--- src/rtl/alu_arbiter.sv ---
// Two-requester round-robin front end for a shared external combinational ALU.
// One operation in flight at a time: IDLE accepts, EXEC drives the ALU, RESP holds the answer.
module alu_arbiter #(
  parameter int unsigned WIDTH = 32
) (
  input  logic               clk,
  input  logic               reset,
  input  logic [1:0]         req_valid,
  output logic [1:0]         req_ready,
  input  logic [2*WIDTH-1:0] req_a,
  input  logic [2*WIDTH-1:0] req_b,
  input  logic [5:0]         req_op,
  output logic [1:0]         rsp_valid,
  input  logic [1:0]         rsp_ready,
  output logic [WIDTH-1:0]   rsp_result,
  output logic               rsp_zero,
  output logic               rsp_err,
  output logic [WIDTH-1:0]   alu_srcA,
  output logic [WIDTH-1:0]   alu_srcB,
  output logic [2:0]         alu_cntrl,
  input  logic [WIDTH-1:0]   alu_out,
  input  logic               alu_zero,
  output logic               busy
);

  typedef enum logic [1:0] {StIdle, StExec, StResp} state_e;

  state_e             state_q, state_d;
  logic               last_q;
  logic               id_q;
  logic [WIDTH-1:0]   src_a_q, src_b_q;
  logic [2:0]         cntrl_q;
  logic [WIDTH-1:0]   result_q;
  logic               zero_q, err_q;

  logic               grant;
  logic [2:0]         gnt_op;
  logic               op_illegal;
  logic               accept;
  logic               rsp_fire;

  always_comb begin
    grant      = 1'b0;
    gnt_op     = 3'b000;
    op_illegal = 1'b0;
    accept     = 1'b0;
    rsp_fire   = 1'b0;
    req_ready  = 2'b00;
    rsp_valid  = 2'b00;
    state_d    = state_q;

    // Both requesting: favour the one not accepted last
    if (req_valid == 2'b11) begin
      grant = ~last_q;
    end else begin
      grant = req_valid[1];
    end
    gnt_op     = grant ? req_op[5:3] : req_op[2:0];
    op_illegal = gnt_op[2] & (gnt_op != 3'b101);
    accept     = (state_q == StIdle) & req_valid[grant] & ~reset;

    if (accept) begin
      req_ready[grant] = 1'b1;
    end
    if (state_q == StResp) begin
      rsp_valid[id_q] = 1'b1;
      rsp_fire        = rsp_ready[id_q];
    end

    case (state_q)
      StIdle: begin
        if (accept) begin
          state_d = op_illegal ? StResp : StExec;
        end
      end
      StExec: state_d = StResp;
      StResp: begin
        if (rsp_fire) begin
          state_d = StIdle;
        end
      end
      default: state_d = StIdle;
    endcase
  end

  always_ff @(posedge clk) begin
    if (reset) begin
      state_q  <= StIdle;
      last_q   <= 1'b1;
      id_q     <= 1'b0;
      src_a_q  <= '0;
      src_b_q  <= '0;
      cntrl_q  <= 3'b000;
      result_q <= '0;
      zero_q   <= 1'b0;
      err_q    <= 1'b0;
    end else begin
      state_q <= state_d;
      if (accept) begin
        last_q <= grant;
        id_q   <= grant;
        // Illegal ops never reach the ALU, so its drive registers are left untouched
        if (op_illegal) begin
          result_q <= '0;
          zero_q   <= 1'b0;
          err_q    <= 1'b1;
        end else begin
          src_a_q <= grant ? req_a[2*WIDTH-1:WIDTH] : req_a[WIDTH-1:0];
          src_b_q <= grant ? req_b[2*WIDTH-1:WIDTH] : req_b[WIDTH-1:0];
          cntrl_q <= gnt_op;
        end
      end
      if (state_q == StExec) begin
        result_q <= alu_out;
        zero_q   <= alu_zero;
        err_q    <= 1'b0;
      end
    end
  end

  assign alu_srcA   = src_a_q;
  assign alu_srcB   = src_b_q;
  assign alu_cntrl  = cntrl_q;
  assign rsp_result = result_q;
  assign rsp_zero   = zero_q;
  assign rsp_err    = err_q;
  assign busy       = (state_q != StIdle);

endmodule

--- config.mk ---
export PLATFORM = sky130hd
export DESIGN_NAME = alu_arbiter
export DESIGN_NICKNAME = d
export VERILOG_FILES = /design/src/rtl/alu_arbiter.sv
export SDC_FILE = /design/constraint.sdc
export NUM_CORES = 1
export LEC_CHECK = 0
export CAP_MARGIN = 10
export CORE_ASPECT_RATIO = 1.2
export CORE_MARGIN = 8
export CORE_UTILIZATION = 34
export CTS_CLUSTER_SIZE = 10
export DETAILED_ROUTE_END_ITERATION = 10
export GPL_TIMING_DRIVEN = 1
export MAX_ROUTING_LAYER = met4
export PLACE_DENSITY = 0.72
export SYNTH_ARGS = -nofsm -noshare
export SYNTH_HDL_FRONTEND = slang
export SYNTH_SLANG_ARGS = --single-unit
--- constraint.sdc ---
create_clock -name clk -period 5.1 [get_ports clk]
set_input_delay 1.02 -clock clk [delete_from_list [all_inputs] [get_ports clk]]
set_output_delay 1.02 -clock clk [all_outputs]
set_load 0.1 [all_outputs]
==> impl_metrics.env <==
export IMPL_status="completed"
export IMPL_post_cts_setup_buffer_count=0
export IMPL_core_area_sq_um=13200
export IMPL_setup_slack_ns=1.47
export IMPL_io_pin_count=279
export IMPL_cp_startpoint="req_valid[1]"
export IMPL_synth_top_area_share_pct=46.0
export IMPL_area_growth_syn_to_layout_pct=68.8
export IMPL_grt_pass1_wl_mm=25.7
export IMPL_worstSetupStartpointType="primary input"
export IMPL_p_int_uw=1700
export IMPL_gp_congestion=0.744
export IMPL_p_seq_share_pct=33.3
export IMPL_synth_area_sq_um=4570
export IMPL_dr_pass1_iters=4
export IMPL_netlist_instances=428
export IMPL_drt_antenna_violating_nets=0
export IMPL_grt_max_degree=73
export IMPL_pre_cts_ws_ns=1.28
export IMPL_final_core_util_pct=58.6
export IMPL_crit_buf_inv=3
export IMPL_ir_drop_mv=0.244
export IMPL_clock_latency_ns=0.33
export IMPL_min_path_type="flop to flop"
export IMPL_critical_path_required_ns=4.08
export IMPL_cts_buffers=9
export IMPL_crit_path_top_delay_cell="clkdlybuf4s50_1"
export IMPL_antenna_found_initial=1
export IMPL_tritoncts="built"
export IMPL_crit_reg2reg_launch="last_q$_SDFFE_PP1N_"
export IMPL_cts_clk_slew_worst_paths_ns=0.07
export IMPL_crit_path_max_incr_delay_ns=0.52
export IMPL_num_vias=4551
export IMPL_wl_met2_mm=8.58
export IMPL_fin_crit_sh_pct=71.2
export IMPL_fin_nets=843
export IMPL_synth_edf_count=0
export IMPL_layout_drive_gt1_share_pct=8.02
export IMPL_timing_slew_headroom_pct=16.9
export IMPL_ctsLongestPathBuffers=2
export IMPL_yosysMostFrequentCell="dfxtp_1"
export IMPL_p_comb_share_pct=40.7
export IMPL_setup_viol=0
export IMPL_crit_chain="clkdlybuf4s50_1 -> a21boi_4 -> buf_4 -> nor2b_1 -> buf_4"
export IMPL_synth_area_leader_cell="dfxtp_1"
export IMPL_finClkSkew_ns=0.00659
export IMPL_hpwlAfterDp_mm=12.9
export IMPL_ys_types=26
export IMPL_cts_num_sinks=105
export IMPL_fp_row_count=46
export IMPL_start_util_pct=34.7
export IMPL_synth_common_cells="dfxtp_1, mux2i_1, a31oi_1, a211oi_1, a32o_1"
export IMPL_period_needed_ns=3.63
export IMPL_endpoint_kind="output port"
export IMPL_ys_async_sr_fraction_pct=0
export IMPL_reg2reg_slack_ns=2.47
export IMPL_fmax_ghz=0.275
export IMPL_critPathTopFamily="buffers and inverters"
export IMPL_cp_depth=5
export IMPL_avgRoutedWirePerCell_um=20.2
export IMPL_synth_main_ff_cell="dfxtp_1"
export IMPL_grt_pass1_vias=4874
export IMPL_rsz0062_at_grt="no"
export IMPL_grt_usage_pct=19.2
export IMPL_switchingPower_uw=1130
export IMPL_drt_met1_wl_mm=6.41
export IMPL_synthTopCellsByArea="dfxtp_1, mux2i_1, a31oi_1"
export IMPL_vias_per_cell=5.40
export IMPL_root_buffer="clkbuf_16"
export IMPL_r2r_end="rsp_result[5]$_SDFFE_PP0P_"
export IMPL_slew_viol_final=0
export IMPL_worstMarginPinSlew_ns=1.25
export IMPL_ys_seq_area_share_pct=46.0
export IMPL_tns_ns=0
export IMPL_p_leak_uw=0.00272
export IMPL_die_width_um=122
export IMPL_synth_nets=601
export IMPL_die_y_um=143
export IMPL_holdWs_ns=0.470
export IMPL_drc=0
export IMPL_p_sw_share_pct=39.8
export IMPL_cts_max_level=3
export IMPL_syn_avg_cell_area_sq_um=10.7
export IMPL_worstPathArrival_ns=2.61
export IMPL_powerDensity_nw_per_um2=366
export IMPL_fill_cells=1143
export IMPL_portBuffers=278
export IMPL_cts_resized=0
export IMPL_yosys_register_bits=105
export IMPL_drt_iter0_markers=196
export IMPL_crit_top_cell="buf_4"
export IMPL_ctsHoldBuffers=0
export IMPL_worstRegToRegCells=6
export IMPL_path_max_fanout=34
export IMPL_yosysWarnings=0
export IMPL_dr_max_layer_used="met4"
export IMPL_postRouteWirelength_mm=17.0
export IMPL_die_area_sq_um=17400
export IMPL_finalHoldViolations=0
export IMPL_clock_power_share_pct=26.1
export IMPL_critical_path_class="primary input to output port"
export IMPL_grt_overflow_total=0
export IMPL_dr_wl_met3_mm=1.73
export IMPL_endpoint="req_ready[0]"
export IMPL_min_path_cells=2
export IMPL_maxCapViolations=0
## worst register-to-register path: stages (launching register included)
cell      delay [ns]
dfxtp_1         0.41
a21boi_4        0.09
buf_4           0.30
nand3_2         0.16
buf_4           0.55
a21bo_2         0.77
a32o_1          0.29
## area by class of cell
| cell class | instances | area [sq um] | share of cell area, % |
|---|---|---|---|
| Timing Repair Buffer | 287 | 2840 | 36.8 |
| Multi-Input combinational cell | 263 | 2240 | 28.9 |
| Sequential cell | 105 | 2100 | 27.2 |
| Clock buffer | 11 | 253 | 3.27 |
| Tap cell | 168 | 210 | 2.72 |
| Clock inverter | 3 | 65.1 | 0.842 |
| Inverter | 4 | 15.0 | 0.194 |
| Antenna cell | 1 | 2.50 | 0.0324 |
## state kept, by name, indices dropped and copies added (netlist names)
signal,flops
alu_cntrl,3
alu_srcA,32
alu_srcB,32
id_q,1
last_q,1
rsp_err,1
rsp_result,32
rsp_zero,1
state_q,2
## through the flow
stage          instances  instance area [sq um]  total power [uW]
2_1_floorplan        428                   4570              1760
3_3_place_gp         827                   7400              2100
3_5_place_dp         827                   7400              2120
4_1_cts              841                   7720              2860
5_1_grt              842                   7720              2930
6_report             842                   7720              2830
## cell families (layout without fill, tap and decap cells)
logic type	count (synthesis)	count (layout)	share of synthesized area, %
AND/OR/NAND/NOR	23	23	2.76
flip-flops	105	105	46.0
other	0	1	0
buffers and inverters	60	305	5.88
multiplexers	69	69	15.1
AO/OA/AOI/OAI	171	171	30.3
## how the worst min path moves through the flow
stage,startpoint,endpoint,slack [ns]
finish,rsp_err$_SDFFE_PP0P_,rsp_err$_SDFFE_PP0P_,0.47
detailed placement,rsp_err$_SDFFE_PP0P_,rsp_err$_SDFFE_PP0P_,0.47
global route,rsp_err$_SDFFE_PP0P_,rsp_err$_SDFFE_PP0P_,0.49
CTS,rsp_err$_SDFFE_PP0P_,rsp_err$_SDFFE_PP0P_,0.48
global placement,rsp_err$_SDFFE_PP0P_,rsp_err$_SDFFE_PP0P_,0.45
floorplan,last_q$_SDFFE_PP1N_,last_q$_SDFFE_PP1N_,0.48
## cells in the final DEF, fill, tap and decap left out, types with 2 or more instances in the layout
master	instances
inv_1	4
clkbuf_16	9
a32o_1	33
and2_1	2
dfxtp_1	105
a211oi_1	44
clkbuf_8	2
a211oi_2	20
nand2_1	3
clkdlybuf4s50_1	275
a21oi_1	3
mux2i_1	69
nor2b_1	5
buf_4	11
nor2_1	5
nand2b_1	3
bufinv_16	2
a31oi_1	64
## power groups by stage
stage               logic (uW)  clock network, uW  registers (uW)
global placement          1150                  0             955
global route              1200                786             949
detailed placement        1160                  0             959
finish                    1150                737             941
CTS                       1160                755             941
floorplan                  284                  0            1480
## per-layer routing
metal	up-vias	global-route usage (%)
li1	2168	-
met5	-	-
met3	19	7.43
met1	2175	19.7
met4	0	5.86
met2	189	33.0
(Power assumes the default switching activity.)
==> RTL edit 1 (same flow settings) <==
Put one more register stage on the output `alu_cntrl`, cleared by the reset. The value now appears one clock later. The other outputs are not delayed to match.
--- a/src/rtl/alu_arbiter.sv
+++ b/src/rtl/alu_arbiter.sv
@@ -120,7 +120,13 @@
 
   assign alu_srcA   = src_a_q;
   assign alu_srcB   = src_b_q;
-  assign alu_cntrl  = cntrl_q;
+  always_ff @(posedge clk) begin
+    if (reset) begin
+      alu_cntrl <= '0;
+    end else begin
+      alu_cntrl <= cntrl_q;
+    end
+  end
   assign rsp_result = result_q;
   assign rsp_zero   = zero_q;
   assign rsp_err    = err_q;
Function: changed (Yosys sat finds a counterexample within 4 cycles, from zero or initial values and one cycle with reset high).
==> RTL edit 1 against the unedited design <==
Largest power group unchanged; sequential cell count up 3; sequential share of layout area increased by 0.57 points; setup slack better by 0.011 ns; critical endpoint is now req_ready[1]; cell area grew 0.76%; routed wire length down 0.69%; global-route usage decreased by 0.65 points; area after synthesis grew 1.3%; total power down 2.0%.
==> RTL edit 1: results (changes against the unedited design) <==
metric	value	unit	change
htreeDepth	3		unchanged
fin_skew	0.00905	ns	was 0.00659 ns
outcome	finished, final reports clean		unchanged
synth.top_cells.by_area	dfxtp_1 47%, mux2i_1 14%, a31oi_1 8.9%		was dfxtp_1 46%, mux2i_1 15%, a31oi_1 8.8%
hold_depth	2		unchanged
postSynth.asyncResetShare	0	%	unchanged
port-buffer-count	278		unchanged
via_count	4548		was 4551
dp_cells	831		was 827
crit_arrival	2.60	ns	was 2.61 ns
clk_pin_slew_worst_paths	0.07	ns	about the same
path_max_fanout	17		was 34
drc_errors	0		unchanged
reg2reg_depth	5		was 6
grt_pass1_vias	4765		was 4874
hp-class	reg2reg		unchanged
syn_nets	606		was 601
grt_use_met2	33.1	%	was 33.0%
grt_antenna_before_repair	0		was 1
instances_no_fill	849		was 842
gr-usage-met3	4.91	%	was 7.43%
grt_pass1_wl	25.0	mm	was 25.7 mm
setup_violations	0		unchanged
fillers	1156		was 1143
tightest_slew	1.10	ns	was 1.25 ns
cts_root_buffer	clkbuf_16		unchanged
pre_cts_slack	1.26	ns	was 1.28 ns
cts_buffers	9		unchanged
antenna_cells	0		was 1
yosysSeqAreaShare	46.6	%	was 46.0%
place.gp.congestion	0.798		was 0.744
clk-insertion-delay-late	0.34	ns	
dr.pass1.iters	7		was 4
met1_usage	19.5	%	was 19.7%
cts_resized	0		unchanged
post_cts_buffers	0		unchanged
drt_iter0_drc	262		was 196
vdd_ir_drop_max	216	uV	was 244 uV
cts_buffer_depth	2		unchanged
gr-usage-all-layers	18.5	%	was 19.2%
drive_gt1_share	8.22	%	was 8.02%
synthCells	433		was 428
hpwl	12.9	mm	about the same
synth_common_cells	108 x dfxtp_1, 67 x mux2i_1, 66 x a31oi_1		was 105 x dfxtp_1, 69 x mux2i_1, 64 x a31oi_1
ctsHoldBuffers	0		unchanged
wl_per_cell	19.9	um	was 20.2 um
leakagePower	2.74	nW	was 2.72 nW
[RTL edit 1: logic make-up after synthesis]
logic type	synth area share, %
flip-flops	46.6
AND/OR/NAND/NOR	2.73
multiplexers	14.5
AO/OA/AOI/OAI	30.4
buffers and inverters	5.78
[RTL edit 1: report_power, final]
group | switching [mW] | leakage [nW] | internal, mW
Sequential | 0.0435 | 0.885 | 0.923
Clock | 0.315 | 0.137 | 0.338
Combinational | 0.793 | 1.72 | 0.358
[RTL edit 1: through the flow]
stage	hold slack, ns	utilization, %	cell area, um2
2_1_floorplan	0.448	-	4640
3_3_place_gp	0.456	56.1	7460
3_5_place_dp	0.451	56.1	7460
4_1_cts	0.463	58.2	7740
5_1_grt	0.484	58.5	7780
6_report	0.461	58.5	7780
[RTL edit 1: worst paths after layout]
kind,startpoint,to,slack (ns)
setup reg to reg,last_q,rsp_result[28],2.55
hold / removal,rsp_err,rsp_err,0.46
setup / recovery,req_valid[1],req_ready[1],1.48
hold reg to reg,rsp_err,rsp_err,0.46
[RTL edit 1: layer usage]
layer / routed length, um / vias to the layer above
li1: - / 2195
met1: 6460 / 2142
met2: 8730 / 196
met3: 1440 / 15
met4: 240 / 0
met5: 0 / -
[RTL edit 1: final cells by class]
class | instances | area share [%]
repair buffers | 288 | 36.9
multi-input cells | 265 | 28.8
flip-flops and latches | 108 | 27.8
clock buffers | 9 | 2.89
well taps | 168 | 2.70
clock inverters | 7 | 0.723
inverters | 4 | 0.193
[RTL edit 1: worst max-delay path: stages]
cell and delay [ns]:
clkdlybuf4s50_1 0.53, a21boi_4 0.25, buf_4 0.32, and2_1 0.19, buf_4 0.29
==> RTL edit 2 (same settings) <==
Made on the original files. The parameter `WIDTH` goes from 32 to 28.
--- a/src/rtl/alu_arbiter.sv
+++ b/src/rtl/alu_arbiter.sv
@@ -1,7 +1,7 @@
 // Two-requester round-robin front end for a shared external combinational ALU.
 // One operation in flight at a time: IDLE accepts, EXEC drives the ALU, RESP holds the answer.
 module alu_arbiter #(
-  parameter int unsigned WIDTH = 32
+  parameter int unsigned WIDTH = 28
 ) (
   input  logic               clk,
   input  logic               reset,
Interface: changed (6 resized); port bits go from 279 to 247. No check against the original RTL was run, so the function may have changed too.
==> RTL edit 2 against the unedited design <==
Total power down 10%; global-route usage decreased by 1.5 points; routed wire length decreased by 11%; cell area decreased by 8.4%; sequential cell count down 12; largest power group unchanged; area after synthesis down 6.3%; setup slack got worse by 0.17 ns; sequential share of layout area shrank 0.90 points; critical endpoint unchanged; utilization is 2.0 points lower; combinational power shrank 9%; highest routed layer unchanged.
==> RTL edit 2: results (changes against the unedited design) <==
metric	value	unit	change
outcome	finished, final reports clean		unchanged
grt_pass1_wl	22.9	mm	was 25.7 mm
dpl_cell_area	6780	um2	was 7400 um2
m1WireLength	6.15	mm	was 6.41 mm
path_max_fanout	29		was 34
dr.pass1.iters	7		was 4
drt_iter0_drc	115		was 196
instances_no_fill	765		was 842
grt_pass1_vias	4296		was 4874
yosysSeqAreaShare	43.5	%	was 46.0%
muxShareOfSynthArea	14.3	%	was 15.1%
crit_arrival	2.78	ns	was 2.61 ns
vdd_ir_drop_max	202	uV	was 244 uV
powerClk	656	uW	was 737 uW
grt_antenna_before_repair	0		was 1
r2r_setup_slack	2.38	ns	was 2.47 ns
tightest_slew	1.19	ns	was 1.25 ns
met2_length	7.56	mm	was 8.58 mm
viasPerCell	5.26		was 5.40
syn_nets	533		was 601
drive_gt1_share	15.0	%	was 8.02%
gr-usage-met3	6.03	%	was 7.43%
whs	0.446	ns	was 0.470 ns
p_comb_share	41.4	%	was 40.7%
hpwl	11.2	mm	was 12.9 mm
syn_area_per_cell	11.3	um2	was 10.7 um2
antenna_cells	0		was 1
synth.top_cells.by_area	dfxtp_1 43%, a211oi_2 16%, mux2i_1 14%		was dfxtp_1 46%, mux2i_1 15%, a31oi_1 8.8%
reg2reg_depth	5		was 6
synth_compound_area_share	33.1	%	was 30.3%
powerComb	1.05	mW	was 1.15 mW
critPathMaxStageDelay	0.59	ns	was 0.52 ns
fin_skew	0.00476	ns	was 0.00659 ns
switchingPower	1.08	mW	was 1.13 mW
design.final.nets	749		was 843
## RTL edit 2: changes by cell type after synthesis, moves of 8 or more
cell | before | now
a211oi_2 | 20 | 56
a211oi_1 | 44 | 0
dfxtp_1 | 105 | 93
clkbuf_1 | 30 | 21
mux2i_1 | 69 | 61
a31oi_1 | 64 | 56
## RTL edit 2: how the worst max path moves through the flow
| stage | start | to | slack [ns] | depth (start not counted) |
|---|---|---|---|---|
| after floorplan | reset | req_ready[0] | 0.88 | 4 |
| after CTS | req_valid[0] | req_ready[0] | 1.26 | 6 |
| after global placement | req_valid[1] | rsp_result[11] | 1.25 | 6 |
| after detailed placement | req_valid[1] | rsp_result[20] | 1.12 | 6 |
| final | req_valid[0] | req_ready[0] | 1.30 | 6 |
| after global routing | req_valid[0] | req_ready[0] | 1.19 | 6 |
## RTL edit 2: layout make-up
type,instances,area (um2)
clock inverters,7,71.3
multi-input cells,235,2190
flip-flops and latches,93,1860
fillers,1121,5420
inverters,4,15.0
well taps,164,205
repair buffers,253,2510
clock buffers,9,225
